## src/rtl/mult_iter_pkg.sv

```systemverilog
// Shared state type and operand helpers for the parametrised iterative multiplier.
package mult_iter_pkg;

   typedef enum logic [1:0] {
      IDLE = 2'd0,
      CALC = 2'd1,
      FIX  = 2'd2
   } mult_state_t;

   localparam int MAX_WIDTH = 64;

   // Magnitude of a w-bit value held zero-extended; the most negative value maps to 2^(w-1).
   function automatic logic [MAX_WIDTH-1:0] abs_val(
      input logic [MAX_WIDTH-1:0] x,
      input int                   w,
      input logic                 is_signed
   );
      logic [MAX_WIDTH-1:0] mask;
      logic [MAX_WIDTH-1:0] r;
      logic                 sgn;
      mask = (w >= MAX_WIDTH) ? '1 : ((MAX_WIDTH'(1) << w) - MAX_WIDTH'(1));
      r    = x & mask;
      sgn  = |(r & (MAX_WIDTH'(1) << (w - 1)));
      if (is_signed && sgn)
         r = (~r + MAX_WIDTH'(1)) & mask;
      return r;
   endfunction

endpackage

```

## src/rtl/mult_iter_fsm.sv

```systemverilog
// Sequencer for the iterative multiplier: walks the digit pairs and issues capture/accumulate/fix strobes.
module mult_iter_fsm
   import mult_iter_pkg::*;
#(
   parameter  int N_DIGITS = 2,
   localparam int IDX_W    = (N_DIGITS > 1) ? $clog2(N_DIGITS) : 1
) (
   input  logic             clk,
   input  logic             reset,
   input  logic             start,
   output logic             busy,
   output logic             done,
   output logic             capture,
   output logic             accum,
   output logic             fix,
   output logic [IDX_W-1:0] ia,
   output logic [IDX_W-1:0] ib
);

   localparam logic [IDX_W-1:0] LAST = IDX_W'(N_DIGITS - 1);

   mult_state_t      state_q, state_d;
   logic [IDX_W-1:0] ia_q, ia_d;
   logic [IDX_W-1:0] ib_q, ib_d;
   logic             done_q, done_d;

   // The digit counter is kept as an (ia, ib) pair so ia is the fast-moving multiplicand digit.
   always_comb begin
      state_d = state_q;
      ia_d    = ia_q;
      ib_d    = ib_q;
      done_d  = 1'b0;
      capture = 1'b0;
      accum   = 1'b0;
      fix     = 1'b0;
      case (state_q)
         IDLE: begin
            if (start) begin
               capture = 1'b1;
               ia_d    = '0;
               ib_d    = '0;
               state_d = CALC;
            end
         end
         CALC: begin
            accum = 1'b1;
            if (ia_q == LAST) begin
               ia_d = '0;
               if (ib_q == LAST) begin
                  ib_d    = '0;
                  state_d = FIX;
               end else begin
                  ib_d = ib_q + IDX_W'(1);
               end
            end else begin
               ia_d = ia_q + IDX_W'(1);
            end
         end
         FIX: begin
            fix     = 1'b1;
            done_d  = 1'b1;
            state_d = IDLE;
         end
         default: state_d = IDLE;
      endcase
   end

   always_ff @(posedge clk) begin
      if (reset) begin
         state_q <= IDLE;
         ia_q    <= '0;
         ib_q    <= '0;
         done_q  <= 1'b0;
      end else begin
         state_q <= state_d;
         ia_q    <= ia_d;
         ib_q    <= ib_d;
         done_q  <= done_d;
      end
   end

   assign busy = (state_q == CALC) || (state_q == FIX);
   assign done = done_q;
   assign ia   = ia_q;
   assign ib   = ib_q;

endmodule

```

## src/rtl/mult_iter_param.sv

```systemverilog
// Parametrised iterative WIDTHxWIDTH multiplier: one CHUNKxCHUNK partial product per cycle,
// operands multiplied as magnitudes with the sign applied once at the end.
module mult_iter_param
   import mult_iter_pkg::*;
#(
   parameter int WIDTH = 32,
   parameter int CHUNK = 16
) (
   input  logic               clk,
   input  logic               reset,
   input  logic               start,
   input  logic               signed_mode,
   input  logic [WIDTH-1:0]   a,
   input  logic [WIDTH-1:0]   b,
   output logic               busy,
   output logic               done,
   output logic [2*WIDTH-1:0] product
);

   localparam int N     = WIDTH / CHUNK;
   localparam int IDX_W = (N > 1) ? $clog2(N) : 1;
   localparam int PW    = 2 * WIDTH;

   generate
      if (WIDTH % CHUNK != 0) begin : g_bad_chunk
         $error("mult_iter_param: WIDTH must be a multiple of CHUNK");
      end
      if (WIDTH > MAX_WIDTH) begin : g_bad_width
         $error("mult_iter_param: WIDTH exceeds MAX_WIDTH");
      end
   endgenerate

   logic             capture, accum, fix;
   logic [IDX_W-1:0] ia_sel, ib_sel;

   mult_iter_fsm #(
      .N_DIGITS (N)
   ) u_fsm (
      .clk     (clk),
      .reset   (reset),
      .start   (start),
      .busy    (busy),
      .done    (done),
      .capture (capture),
      .accum   (accum),
      .fix     (fix),
      .ia      (ia_sel),
      .ib      (ib_sel)
   );

   logic [WIDTH-1:0]   a_mag_q, a_mag_d;
   logic [WIDTH-1:0]   b_mag_q, b_mag_d;
   logic               neg_q, neg_d;
   logic [PW-1:0]      acc_q, acc_d;
   logic [PW-1:0]      product_q, product_d;
   logic [CHUNK-1:0]   a_dig, b_dig;
   logic [2*CHUNK-1:0] pp;
   logic [PW-1:0]      pp_shift;

   always_comb begin
      a_dig    = CHUNK'(a_mag_q >> (int'(ia_sel) * CHUNK));
      b_dig    = CHUNK'(b_mag_q >> (int'(ib_sel) * CHUNK));
      pp       = (2*CHUNK)'(a_dig) * (2*CHUNK)'(b_dig);
      pp_shift = PW'(pp) << ((int'(ia_sel) + int'(ib_sel)) * CHUNK);
   end

   // Operands are only captured from IDLE, so later changes on a/b/signed_mode cannot disturb a running op.
   always_comb begin
      a_mag_d   = a_mag_q;
      b_mag_d   = b_mag_q;
      neg_d     = neg_q;
      acc_d     = acc_q;
      product_d = product_q;
      if (capture) begin
         a_mag_d = WIDTH'(abs_val(MAX_WIDTH'(a), WIDTH, signed_mode));
         b_mag_d = WIDTH'(abs_val(MAX_WIDTH'(b), WIDTH, signed_mode));
         neg_d   = signed_mode & (a[WIDTH-1] ^ b[WIDTH-1]);
         acc_d   = '0;
      end else if (accum) begin
         acc_d = acc_q + pp_shift;
      end
      if (fix)
         product_d = neg_q ? -acc_q : acc_q;
   end

   always_ff @(posedge clk) begin
      if (reset) begin
         a_mag_q   <= '0;
         b_mag_q   <= '0;
         neg_q     <= 1'b0;
         acc_q     <= '0;
         product_q <= '0;
      end else begin
         a_mag_q   <= a_mag_d;
         b_mag_q   <= b_mag_d;
         neg_q     <= neg_d;
         acc_q     <= acc_d;
         product_q <= product_d;
      end
   end

   assign product = product_q;

endmodule

```

## config.mk

```make
export PLATFORM = sky130hd
export DESIGN_NAME = mult_iter_param
export DESIGN_NICKNAME = d
export VERILOG_FILES = /design/src/rtl/mult_iter_pkg.sv /design/src/rtl/mult_iter_fsm.sv /design/src/rtl/mult_iter_param.sv
export SDC_FILE = /design/constraint.sdc
export NUM_CORES = 1
export LEC_CHECK = 0
export CORE_ASPECT_RATIO = 0.8
export CORE_MARGIN = 4
export CORE_UTILIZATION = 40
export CTS_CLUSTER_DIAMETER = 50
export DETAILED_ROUTE_END_ITERATION = 7
export HOLD_SLACK_MARGIN = 0.03
export PLACE_DENSITY_LB_ADDON = 0.3
export SYNTH_ARGS = -nofsm -noshare
export SYNTH_HDL_FRONTEND = slang
export SYNTH_HIERARCHICAL = 1
export SYNTH_SLANG_ARGS = --single-unit
```

## constraint.sdc

```tcl
create_clock -name clk -period 9.3 [get_ports clk]
set_input_delay 2.325 -clock clk [delete_from_list [all_inputs] [get_ports clk]]
set_output_delay 2.325 -clock clk [all_outputs]
set_load 0.05 [all_outputs]
```

=== Word-level counts from Yosys, hierarchy flattened ===
Cells that the tools add are included.

* Bits in registers: 198
* Input bits: 68

* Add/sub/neg operators: 7
* Multipliers: 1
* Eq/ne operators: 5
* Shifts and indexed selects: 3
* Multiplexer cells: 17
* Bitwise gates (word level): 4
* Reduce and logical (&&, ||, !) cells: 9

{| class="wikitable"
|+ Operator list
! operator !! count
|-
| adder 32 x 1 -> 32 bit (second input constant) || 2
|-
| adder 64 bit || 1
|-
| two-way mux 32 bit || 2
|-
| two-way mux 64 bit || 1
|-
| negation 64 bit || 1
|-
| NOT 32 bit || 2
|-
| left shift 32 x 6 -> 64 bit || 1
|-
| >> shifter 32 x 5 -> 16 bit || 2
|-
| multiplier 16 x 16 -> 32 bit || 1
|-
| two-way mux 1 bit || 8
|-
| two-way mux 2 bit || 3
|-
| AND reduction 3 bit || 2
|-
| inequality test 2 x 1 -> 1 bit (second input constant) || 2
|-
| case mux 1 bit (2 select lines) || 2
|-
| case mux 2 bit (2 select lines) || 1
|-
| adder 1 bit (second input constant) || 2
|-
| adder 1 x 1 -> 2 bit || 1
|-
| == test 2 x 1 -> 1 bit (second input constant) || 1
|-
| == test 2 bit (second input constant) || 1
|-
| logical AND 1 bit || 2
|-
| zero test 2 bit || 1
|-
| inequality test 2 bit (second input constant) || 1
|-
| AND reduction 2 bit || 1
|-
| nonzero test 2 bit || 1
|-
| 4 further kinds || 4
|}

=== Longest topological paths before layout ===
* Word-level depth: 4
* Depth in mapped cells: 40
* Depth with buffers taken out: 36

=== Hierarchy ===
Netlist, hierarchy kept.

{| class="wikitable"
|+ Modules (own cells, without submodules)
! module !! instances !! cells an instance !! area an instance (um^2) !! seq. area each (um^2)
|-
| mult_iter_param || 1 || 2,747 || 22,175.0 || 3,863.7
|-
| mult_iter_fsm || 1 || 30 || 287.8 || 100.1
|}

=== Least setup slack after synthesis ===
No wires, ideal clock.

* Path type: register to register
* Start point: reg u_fsm.ia_q (netlist: u_fsm/ia)
* End point: reg acc_q[57]
* Library setup time: 0.120 ns
* Data arrival time: 9.605 ns
* Required time: 9.180 ns
* Slack: -0.425 ns
* Cell stages (with the launch flop): 39
* Path buffers: 4
* Cell sequence: dfxtp_1 clkbuf_1 clkbuf_1 buf_1 mux2i_1 nor2_1 fa_1 inv_1 fa_1 fa_1 inv_1 fa_1 fa_1 inv_1 fa_1 inv_1 ha_1 and3_1 [... 3 more ...] o21ai_0 a221oi_1 a21oi_1 xnor2_1 mux2i_1 and2_1 ha_1 clkbuf_1 a21oi_1 o21ai_0 a21o_1 a21o_1 a221oi_1 o21ai_0 a31oi_1 o21bai_1 a21o_1 a211o_1

* Cells in the longest elaborated chain, start to end: 4

{| class="wikitable"
|+ Ends and longest elaborated chain
! element !! RTL line !! source
|-
| start: declaration || mult_iter_fsm.sv:23 || <nowiki>logic [IDX_W-1:0] ia_q, ia_d;</nowiki>
|-
| start signal: assignment || mult_iter_fsm.sv:76 || <nowiki>ia_q <= ia_d;</nowiki>
|-
| >> shifter 32 x 5 -> 16 bit || mult_iter_param.sv:61 || <nowiki>a_dig = CHUNK'(a_mag_q >> (int'(ia_sel) * CHUNK));</nowiki>
|-
| multiplier 16 x 16 -> 32 bit || mult_iter_param.sv:63 || <nowiki>pp = (2*CHUNK)'(a_dig) * (2*CHUNK)'(b_dig);</nowiki>
|-
| left shift 32 x 6 -> 64 bit (*) || mult_iter_param.sv:64 || <nowiki>pp_shift = PW'(pp) << ((int'(ia_sel) + int'(ib_sel)) * CHUNK);</nowiki>
|-
| adder 64 bit (*) || mult_iter_param.sv:80 || <nowiki>acc_d = acc_q + pp_shift;</nowiki>
|-
| end signal: assignment || mult_iter_param.sv:91 || <nowiki>acc_q <= '0;</nowiki>
|-
| end signal: assignment || mult_iter_param.sv:97 || <nowiki>acc_q <= acc_d;</nowiki>
|-
| end: declaration || mult_iter_param.sv:54 || <nowiki>logic [PW-1:0] acc_q, acc_d;</nowiki>
|}

Mark *: on every way between the ends. The rest lies on a longest branch, timed or not.
A chain may end at the register's enable or synchronous reset.

=== Final worst setup path ===
* Start point: reg u_fsm.ia_q (netlist: u_fsm/ia)
* End point: reg acc_q[61]

Same word-level chain as after synthesis.

==> results by group <==
Clock network
  • TritonCTS Buffers: 17
  • CTS sink count: approximately 200
  • H-tree Lvls: 4
  • CTS tree: done
  • Hold buffers post-CTS: 0
  • Max clock buf depth: 2
  • Clock Latency Late Sink: about 0.50 ns
  • Worst-path clk slew: 0.08 ns
  • CTS root buf: clkbuf_16

Setup path
  • Crit. End Element: flop
  • Reg2reg path depth: 39
  • R2r startpoint: u_fsm/ia$_SDFFE_PP0P_
  • CP Launch Point: u_fsm/ia$_SDFFE_PP0P_
  • CP most frequent cell: fa_1
  • Crit Path Max Fanout: 10
  • Setup CP Type: reg2reg
  • Critical Path Source Type: flop
  • FF-to-FF End: acc_q[61]$_SDFFE_PP0P_
  • Delay-heaviest family, CP: adder cells
  • Worst R2R Setup Slack: 0.32 ns
  • Worst EP required: 9.73 ns
  • WP buf/inv: 10
  • Slowest stage cell on the critical path: fa_1
  • Arr. time, crit path: around 9.4 ns
  • Slowest cell delay on critical path: approximately 0.54 ns

STA
  • Slew HR: 0.306
  • FMAX: 0.111 GHz
  • Clock Skews: roughly 0.013 ns
  • Period minus WS final: ~9 ns
  • Unrepaired setup endpoints after global routing: true
  • Pins Over Slew Limit: 0
  • Fin crit share: 0.966
  • Worst slew pin tran: 1.03 ns
  • WHS: 0.486 ns
  • Setup TNS Final: 0 ns
  • # setup viols final: 0
  • Final Hold Fails: 0
  • Final worst setup slack: ~0.32 ns

Synthesis
  • Mean Syn Cell Area: 8.09 µm²
  • Ys flop type: dfxtp_1
  • Synthesized net count: ~3.2k
  • Syn. warnings: 6
  • Number of synthesized flops with an enable pin: 0
  • Number of distinct library cells after synthesis: ~80
  • Post-synthesis cell area: 22500 µm²
  • Fraction of registers with async set/reset: 0
  • Seq/Total Area, Yosys: 0.176
  • Post-synthesis instance total: 2777
  • Synthesized flop and latch total: approximately 200

Final layout
  • Most frequent cells in the layout: 393 x nor2_1, 274 x inv_1, 257 x nand2_1, 197 x buf_4
  • Commonest non-fill, non-tap cell in the layout: nor2_1
  • Ant. Diodes: 0
  • Multi-input gate area: roughly 17000 µm²
  • Filler cells: 5405
  • Post-layout util: 0.489
  • Area delta synth->final: 20.5%
  • Fin nets: ~3.5k
  • Register area: a little under 4000 µm²
  • Ratio of cells with drive above 1 in the final layout: 0.122

Route
  • Remaining antenna violation count after routing: 0
  • # DRC: 0
  • DR vias: ~21k
  • Wirelength per Cell: a little under 20 µm
  • Via-per-instance ratio: between 5 and 6
  • Drt total wl: approximately 75 mm
  • DRT iter0 DRCs: between 1.5k and 2k
  • Drt pass-1 iters: 5

Die
  • Die W: 273 µm
  • Row cnt: 77
  • Initial Util: 0.405
  • # IOs: roughly 130
  • Chip Height: about 220 µm
  • Total core area: between 50000 and 60000 µm²
  • Die area: between 60000 and 70000 µm²

Placement
  • PortBufs: 133
  • Setup WS pre-CTS: -0.345 ns
  • Routability congestion estimate: 0.983
  • Post-DP HPWL: around 60 mm

Job
  • Maxcap violations: 0

Power
  • Worst vdd ir: roughly 0.22 mV
  • Power per Cell Area: around 330 nW/µm²
  • Leak: about 12 nW
  • Overall power: 9.00 mW

Hold path
  • Min-delay src: product[8]$_SDFFE_PP0P_
  • Hold Crit Class: reg2reg
  • Min-Delay Endpoint: product[8]$_SDFFE_PP0P_
  • WHS Path Cells: 2

Global routing
  • First-pass GRT wire length: between 100 and 150 mm
  • Initial antenna violation count: 0
  • Grt total ovfl: 0
  • Largest net degree at the start of global routing: between 100 and 150
  • Total GRT Usage: 0.244
  • Vias in the first global route: roughly 20k

Outcome
  • Status: finished clean
## where the power goes
group          leakage [nW]  internal (mW)  switching (mW)
sequential             1.62           1.03           0.189
combinational          10.0           2.89            4.12
clock                 0.278          0.377           0.397
## layer usage
metal / share of wire / GRT usage
met1: 0.47 / 0.351
met2: 0.43 / 0.367
met3: 0.076 / 0.0611
met4: 0.017 / 0.0536
met5: 0.0012 / 0.0115
## Yosys cell counts (24+ instances only)
cell,instances,share of area
fa_1,195,0.17
xnor2_1,78,0.030
dfxtp_1,198,0.18
o31ai_1,29,0.0097
nor3_1,33,0.0074
nand2_1,257,0.043
nand4_1,25,0.0070
o21ai_0,96,0.021
and3_1,24,0.0067
a211oi_1,112,0.037
ha_1,175,0.097
clkbuf_1,111,0.019
mux2i_1,89,0.040
xor2_1,102,0.040
a21o_1,52,0.017
and2_1,24,0.0067
nor2_1,395,0.066
a21oi_1,137,0.031
nand3_1,32,0.0071
mux2_2,32,0.016
inv_1,274,0.046
## flip-flops by register name (all words and copies together) (netlist names)
signal         count
acc_q             64
product           64
a_mag_q           32
b_mag_q           32
u_fsm/state_q      2
neg_q              1
u_fsm/done         1
u_fsm/ia           1
u_fsm/ib           1
## worst max path at each step
stage / endpoint / slack, ns / depth (start not counted)
after global routing: acc_q[61]$_SDFFE_PP0P_ / -0.05 / 40
after global placement: acc_q[61]$_SDFFE_PP0P_ / -0.38 / 37
after detailed placement: acc_q[61]$_SDFFE_PP0P_ / -0.35 / 37
final: acc_q[61]$_SDFFE_PP0P_ / 0.32 / 39
after CTS: acc_q[61]$_SDFFE_PP0P_ / 0.03 / 38
after floorplan: acc_q[57]$_SDFFE_PP0P_ / 0.02 / 36
## cell type report
type,count,share of cell area
repair buffers,348,0.114
multi-input cells,2179,0.645
flip-flops and latches,198,0.147
inverters,276,0.0383
clock buffers,18,0.0158
clock inverters,13,0.00508
well taps,750,0.0347
## repair_timing
action | CTS | global route
buffers inserted | 0 | 29
cloned | 0 | 3
pin swaps | 1 | 19
endpoints found under the setup margin | 12 | 30
gates resized for setup | 9 | 100
## worst reg2reg max path, delay by kind of cell (launching register included)
family                     cells  cell delay, ns
adders and majority gates      8            3.70
AOI/OAI and AO/OA             12            2.28
buffers and inverters         10            1.07
and+or+nand+nor                6            0.83
muxes                          2            0.43
DFF                            1            0.39
xor gates and xnor gates       1            0.21
## stage by stage
step	area [µm²]	cells
floorplan	22500	2777
global placement	25700	3719
detailed placement	25700	3719
CTS	26300	3750
global route	27100	3782
finish	27100	3782
## cells by family after synthesis
kind of cell | share of synthesized area
AO/OA/AOI/OAI | 0.175
XOR/XNOR | 0.0702
adder cells (fa/ha/maj) | 0.271
buffers and inverters | 0.0684
flip-flops | 0.176
multiplexers | 0.0557
AND/OR/NAND/NOR | 0.183
Power figures use the tool's default switching activity.
